[src/rtl/encoder_pkg.sv]
// encoder_pkg: shared decode constants and scan FSM encoding
// Q_* are {a_now, a_old, b_now, b_old} patterns that count one step.
package encoder_pkg;
    localparam logic [3:0] Q_INC0 = 4'b1000;
    localparam logic [3:0] Q_INC1 = 4'b0111;
    localparam logic [3:0] Q_DEC0 = 4'b0010;
    localparam logic [3:0] Q_DEC1 = 4'b1101;
    typedef enum logic {IDLE, SCAN} state_t;
endpackage

[src/rtl/encoder_scan_ctrl_quad_step.sv]
// quad_step: one combinational quadrature decode + wrap/saturate update
// Ports: a_s/b_s synchronized pins, old_a/old_b last scanned pins,
//        value current count, wrap_en wrap(1)/clamp(0),
//        next_value updated count, changed next_value differs from value.
module quad_step
    import encoder_pkg::*;
#(
    parameter int WIDTH = 8
) (
    input  logic             a_s,
    input  logic             old_a,
    input  logic             b_s,
    input  logic             old_b,
    input  logic [WIDTH-1:0] value,
    input  logic             wrap_en,
    output logic [WIDTH-1:0] next_value,
    output logic             changed
);
    logic [3:0] q;
    logic       inc;
    logic       dec;
    logic       hold;
    assign q    = {a_s, old_a, b_s, old_b};
    assign inc  = (q == Q_INC0) || (q == Q_INC1);
    assign dec  = (q == Q_DEC0) || (q == Q_DEC1);
    // clamp only when stepping past an end with wrapping disabled
    assign hold = !wrap_en && ((inc && &value) || (dec && ~|value));
    assign next_value = hold ? value : inc ? value + 1'b1 : dec ? value - 1'b1 : value;
    assign changed    = next_value != value;
endmodule

[src/rtl/encoder_scan_ctrl.sv]
// encoder_scan_ctrl: time-shared quadrature decoder for NUM_CH rotary encoders
// Ports: clk, reset (sync, active-high); enc_a/enc_b raw async pins;
//        wrap_en wrap(1)/clamp(0); load_valid/load_ch/load_value/load_ready
//        host preset handshake; values packed channel counts
//        (channel i at [i*WIDTH +: WIDTH]); changed per-channel update pulse.
module encoder_scan_ctrl
    import encoder_pkg::*;
#(
    parameter int NUM_CH = 3,
    parameter int WIDTH  = 8,
    parameter int DIV    = 1000
) (
    input  logic                    clk,
    input  logic                    reset,
    input  logic [NUM_CH-1:0]       enc_a,
    input  logic [NUM_CH-1:0]       enc_b,
    input  logic                    wrap_en,
    input  logic                    load_valid,
    input  logic [1:0]              load_ch,
    input  logic [WIDTH-1:0]        load_value,
    output logic                    load_ready,
    output logic [NUM_CH*WIDTH-1:0] values,
    output logic [NUM_CH-1:0]       changed
);
    localparam int             CW      = $clog2(DIV);
    localparam logic [CW-1:0]  CNT_MAX = CW'(DIV - 1);
    localparam logic [1:0]     LAST    = 2'(NUM_CH - 1);
    localparam logic [2:0]     NCH     = 3'(NUM_CH);

    logic [NUM_CH-1:0] a_m, a_s, b_m, b_s, old_a, old_b;
    logic [CW-1:0]     cnt;
    logic              tick;
    logic              tick_pending;
    state_t            state, state_n;
    logic [1:0]        idx, idx_n;
    logic              leave;
    logic              accept;
    logic [WIDTH-1:0]  val [NUM_CH];
    logic [WIDTH-1:0]  step_value;
    logic              step_changed;

    assign tick       = cnt == CNT_MAX;
    assign load_ready = state == IDLE;
    assign accept     = load_valid && load_ready;
    // a tick in the current cycle starts the scan directly; a load defers it
    assign state_n = (state == IDLE) ? ((!load_valid && (tick || tick_pending)) ? SCAN : IDLE)
                                     : ((idx == LAST) ? IDLE : SCAN);
    assign idx_n   = (state == SCAN && idx != LAST) ? idx + 2'd1 : 2'd0;
    assign leave   = state == IDLE && state_n == SCAN;

    quad_step #(.WIDTH(WIDTH)) u_step (
        .a_s       (a_s[idx]),
        .old_a     (old_a[idx]),
        .b_s       (b_s[idx]),
        .old_b     (old_b[idx]),
        .value     (val[idx]),
        .wrap_en   (wrap_en),
        .next_value(step_value),
        .changed   (step_changed)
    );

    always_ff @(posedge clk) begin
        if (reset) begin
            a_m          <= '0;
            a_s          <= '0;
            b_m          <= '0;
            b_s          <= '0;
            old_a        <= '0;
            old_b        <= '0;
            cnt          <= '0;
            tick_pending <= 1'b0;
            state        <= IDLE;
            idx          <= 2'd0;
            val          <= '{default: '0};
            changed      <= '0;
        end else begin
            a_m          <= enc_a;
            a_s          <= a_m;
            b_m          <= enc_b;
            b_s          <= b_m;
            cnt          <= tick ? '0 : cnt + 1'b1;
            tick_pending <= (tick || tick_pending) && !leave;
            state        <= state_n;
            idx          <= idx_n;
            changed      <= '0;
            if (accept && {1'b0, load_ch} < NCH) begin
                val[load_ch]     <= load_value;
                changed[load_ch] <= 1'b1;
            end
            if (state == SCAN) begin
                old_a[idx]   <= a_s[idx];
                old_b[idx]   <= b_s[idx];
                val[idx]     <= step_value;
                changed[idx] <= step_changed;
            end
        end
    end

    for (genvar g = 0; g < NUM_CH; g++) begin : g_out
        assign values[g*WIDTH +: WIDTH] = val[g];
    end
endmodule

[config.mk]
export PLATFORM = sky130hd
export DESIGN_NAME = encoder_scan_ctrl
export DESIGN_NICKNAME = d
export VERILOG_FILES = /design/src/rtl/encoder_pkg.sv /design/src/rtl/encoder_scan_ctrl_quad_step.sv /design/src/rtl/encoder_scan_ctrl.sv
export SDC_FILE = /design/constraint.sdc
export NUM_CORES = 1
export LEC_CHECK = 0
export ABC_AREA = 1
export CORE_MARGIN = 3
export CORE_UTILIZATION = 50
export DETAILED_ROUTE_END_ITERATION = 16
export PLACE_DENSITY_LB_ADDON = 0.12
export SLEW_MARGIN = 20
export SYNTH_ARGS = -nofsm -noshare
export SYNTH_HDL_FRONTEND = slang
export SYNTH_SLANG_ARGS = --single-unit
[constraint.sdc]
create_clock -name clk -period 1.9 [get_ports clk]
set_input_delay 0.285 -clock clk [delete_from_list [all_inputs] [get_ports clk]]
set_output_delay 0.285 -clock clk [all_outputs]
set_load 0.01 [all_outputs]
==> metrics <==
Place WS -0.259 ns; Mapped Cells between 500 and 600; total wire length around 12000 µm; hpwl dp between 7000 and 8000 µm; IO Pins between 40 and 50; Hold Path Class reg2reg; #FFs+latches synth between 50 and 60; largest fanout on the critical path 6; Die Height 90.1 µm; sequential fraction of the synthesis area around a third; Pleak 2.47 nW; max-capacitance violation count 0; Post-synth EDFFs 0; post-layout instance area 5290 µm²; synth unique cells 35; Peak VDD IR 0.000423 V; latest clock arrival within the worst-skew pair roughly 0.36 ns; clk slew on worst S/H paths approximately 0.07 ns; Setup Viol. Count Final 31; minimum clock period approximately 2.2 ns; P&R area growth vs syn 49.6%; Worst-Margin Slew slightly below 0.5 ns; Final Max Slew Viols 0; vias in the first global route slightly below 4000; share of cells above drive strength 1 28.8%; Nets approximately 710; CP Launch Type flop; Mapped Nets just under 600; Chip Width roughly 90 µm; overflow left after global routing 0; Root Driver clkbuf_8; via count roughly 4200; TritonCTS buffer count 9; Main synth FF type dfxtp_1; # diodes 0; CTS tree built; Post-route DRC 0; Synthesis Warnings 0; max_slew headroom between 60 and 70%; fmax about 0.45 GHz; Setup crit end kind flop; Final Hold Viols 0; outcome finished with violations; unrepaired setup endpoints after global routing true; Total GRT Usage around 28%; period utilization 118%; Design Power 3.02 mW; Final Skew roughly 0.0092 ns; # port buffers 47; initial antenna violation count 0; syn avg cell area 6.35 µm²; crit path DAT 2.51 ns; first drt pass iteration count 5; Vias/cell approximately 5.3; core area slightly below 7000 µm²; placement-stage cell area 4570 µm²; TNS Setup -7.16 ns; Cell Area, Synth roughly 3500 µm²; FP Rows 30; Worst Path Required 2.17 ns; clk sinks just under 60; largest net degree at the start of global routing 22; first-pass GRT wire length roughly 18000 µm; post-route ant nets 0; Setup WS post-layout -0.335 ns; initial DRC count approximately 400; asr flop ratio synth 0%; die area roughly 8100 µm²; GP Congestion ~0.9; final core occ between 70 and 80%; Avg WL per Cell between 15 and 20 µm; failing checks setup timing; pwr/cell area ~570 nW/µm²; WS Path Type reg2reg; Initial Util around half; H-Tree Depth 3; Max Root-Sink Buffers 2
==> layout by cell type (no fill, tap or decap), types with 3 or more instances in the layout <==
cell type and instances:
buf_6 6, inv_2 6, nand3_4 3, nand3_2 7
inv_1 91, xor2_1 4, nor2_1 45, o21ai_0 17
xnor2_1 4, dfxtp_1 57, a21oi_1 20, ha_1 4
clkinvlp_4 3, nor3_1 4, buf_12 4, o21ai_1 7
nor2_2 11, clkbuf_8 9, nand3_1 24, o21ai_4 3
clkdlybuf4s50_1 47, nand2_2 31, nor3_2 3, buf_4 76
o211ai_1 17, a21oi_2 5, inv_4 4, nand2_4 11
nand2_1 139
==> layout make-up <==
| type | count | area [µm²] |
|---|---|---|
| clock buffer | 9 | 124 |
| clock inverter | 7 | 75.1 |
| fill | 496 | 1540 |
| inverter | 103 | 404 |
| multi-input combinational | 380 | 2180 |
| sequential | 59 | 1190 |
| tap | 96 | 120 |
| timing repair buffer | 134 | 1200 |
==> critical path: stages (launching register included) <==
cell	delay (ns)
dfxtp_4	0.38
inv_8	0.09
nand2_1	0.11
nand3_4	0.11
o21ai_4	0.10
inv_4	0.11
ha_4	0.15
inv_4	0.03
buf_4	0.12
nor3_2	0.26
nand3b_4	0.11
nand2_4	0.10
nand2_2	0.09
nand2_1	0.12
nand2_2	0.08
a21oi_1	0.18
==> kinds of logic (layout without fill, tap and decap cells) <==
kind of cell	count (synthesis)	in the layout	share of synthesized area [%]
adder cells (fa/ha/maj)	7	7	2.48
AND/OR/NAND/NOR	288	289	35.1
flip-flops	59	59	33.4
XOR/XNOR	8	8	1.98
buffers and inverters	119	253	14.0
AO/OA/AOI/OAI	76	76	13.1
==> registers in the layout, summed over array words and instances, names as in the netlist <==
signal	cells
idx	2
b_m	3
values	24
old_b	3
b_s	3
tick_pending	1
a_s	3
changed	3
cnt	10
a_m	3
old_a	3
state	1
==> path summary, 6_finish.rpt <==
check          from        end  depth (start not counted)  slack (ns)
max          idx[0]  values[1]                         15       -0.34
min          a_m[2]     a_s[2]                          2        0.40
max reg2reg  idx[0]  values[1]                         15       -0.34
min reg2reg  a_m[2]     a_s[2]                          2        0.40
==> where the power goes <==
| group | internal [mW] | switching [mW] | total [mW] | leakage [nW] |
|---|---|---|---|---|
| Clock | 0.611 | 0.589 | 1.20 | 0.0923 |
| Combinational | 0.240 | 0.284 | 0.524 | 1.90 |
| Sequential | 1.27 | 0.0253 | 1.30 | 0.482 |
==> routing by layer <==
metal	part of all wire [%]	track usage [%]
met1	40	35.4
met2	46	44.4
met3	9.7	7.95
met4	4.2	11.1
met5	0	0
==> cells in the mapped netlist, types with 4 or more instances <==
| cell | count | area (µm²) |
|---|---|---|
| xnor2_1 | 4 | 35.0 |
| nand2_1 | 169 | 634 |
| buf_6 | 6 | 67.6 |
| nand2_2 | 10 | 62.6 |
| xor2_1 | 4 | 35.0 |
| ha_1 | 7 | 87.6 |
| inv_1 | 96 | 360 |
| dfxtp_1 | 59 | 1180 |
| o21ai_0 | 18 | 90.1 |
| nor2_1 | 55 | 206 |
| inv_2 | 4 | 15.0 |
| nand3_1 | 31 | 155 |
| o21ai_1 | 6 | 30.0 |
| clkbuf_1 | 10 | 37.5 |
| o211ai_1 | 17 | 128 |
| nor3_1 | 6 | 30.0 |
| a21oi_1 | 24 | 120 |
==> repair_timing <==
item / CTS / global route
pin swaps: 20 / 26
buffers inserted: 15 / 10
cloned: 1 / 0
gates resized for setup: 54 / 40
setup endpoints to repair: 27 / 30
hold buffers: 0 / 0
==> through the flow <==
| stage | std cells | hold slack, ns |
|---|---|---|
| finish | 788 | 0.404 |
| floorplan | 557 | 0.388 |
| CTS | 778 | 0.405 |
| global placement | 746 | 0.390 |
| global route | 788 | 0.413 |
| detailed placement | 746 | 0.395 |
Power figures use the tool's default switching activity.
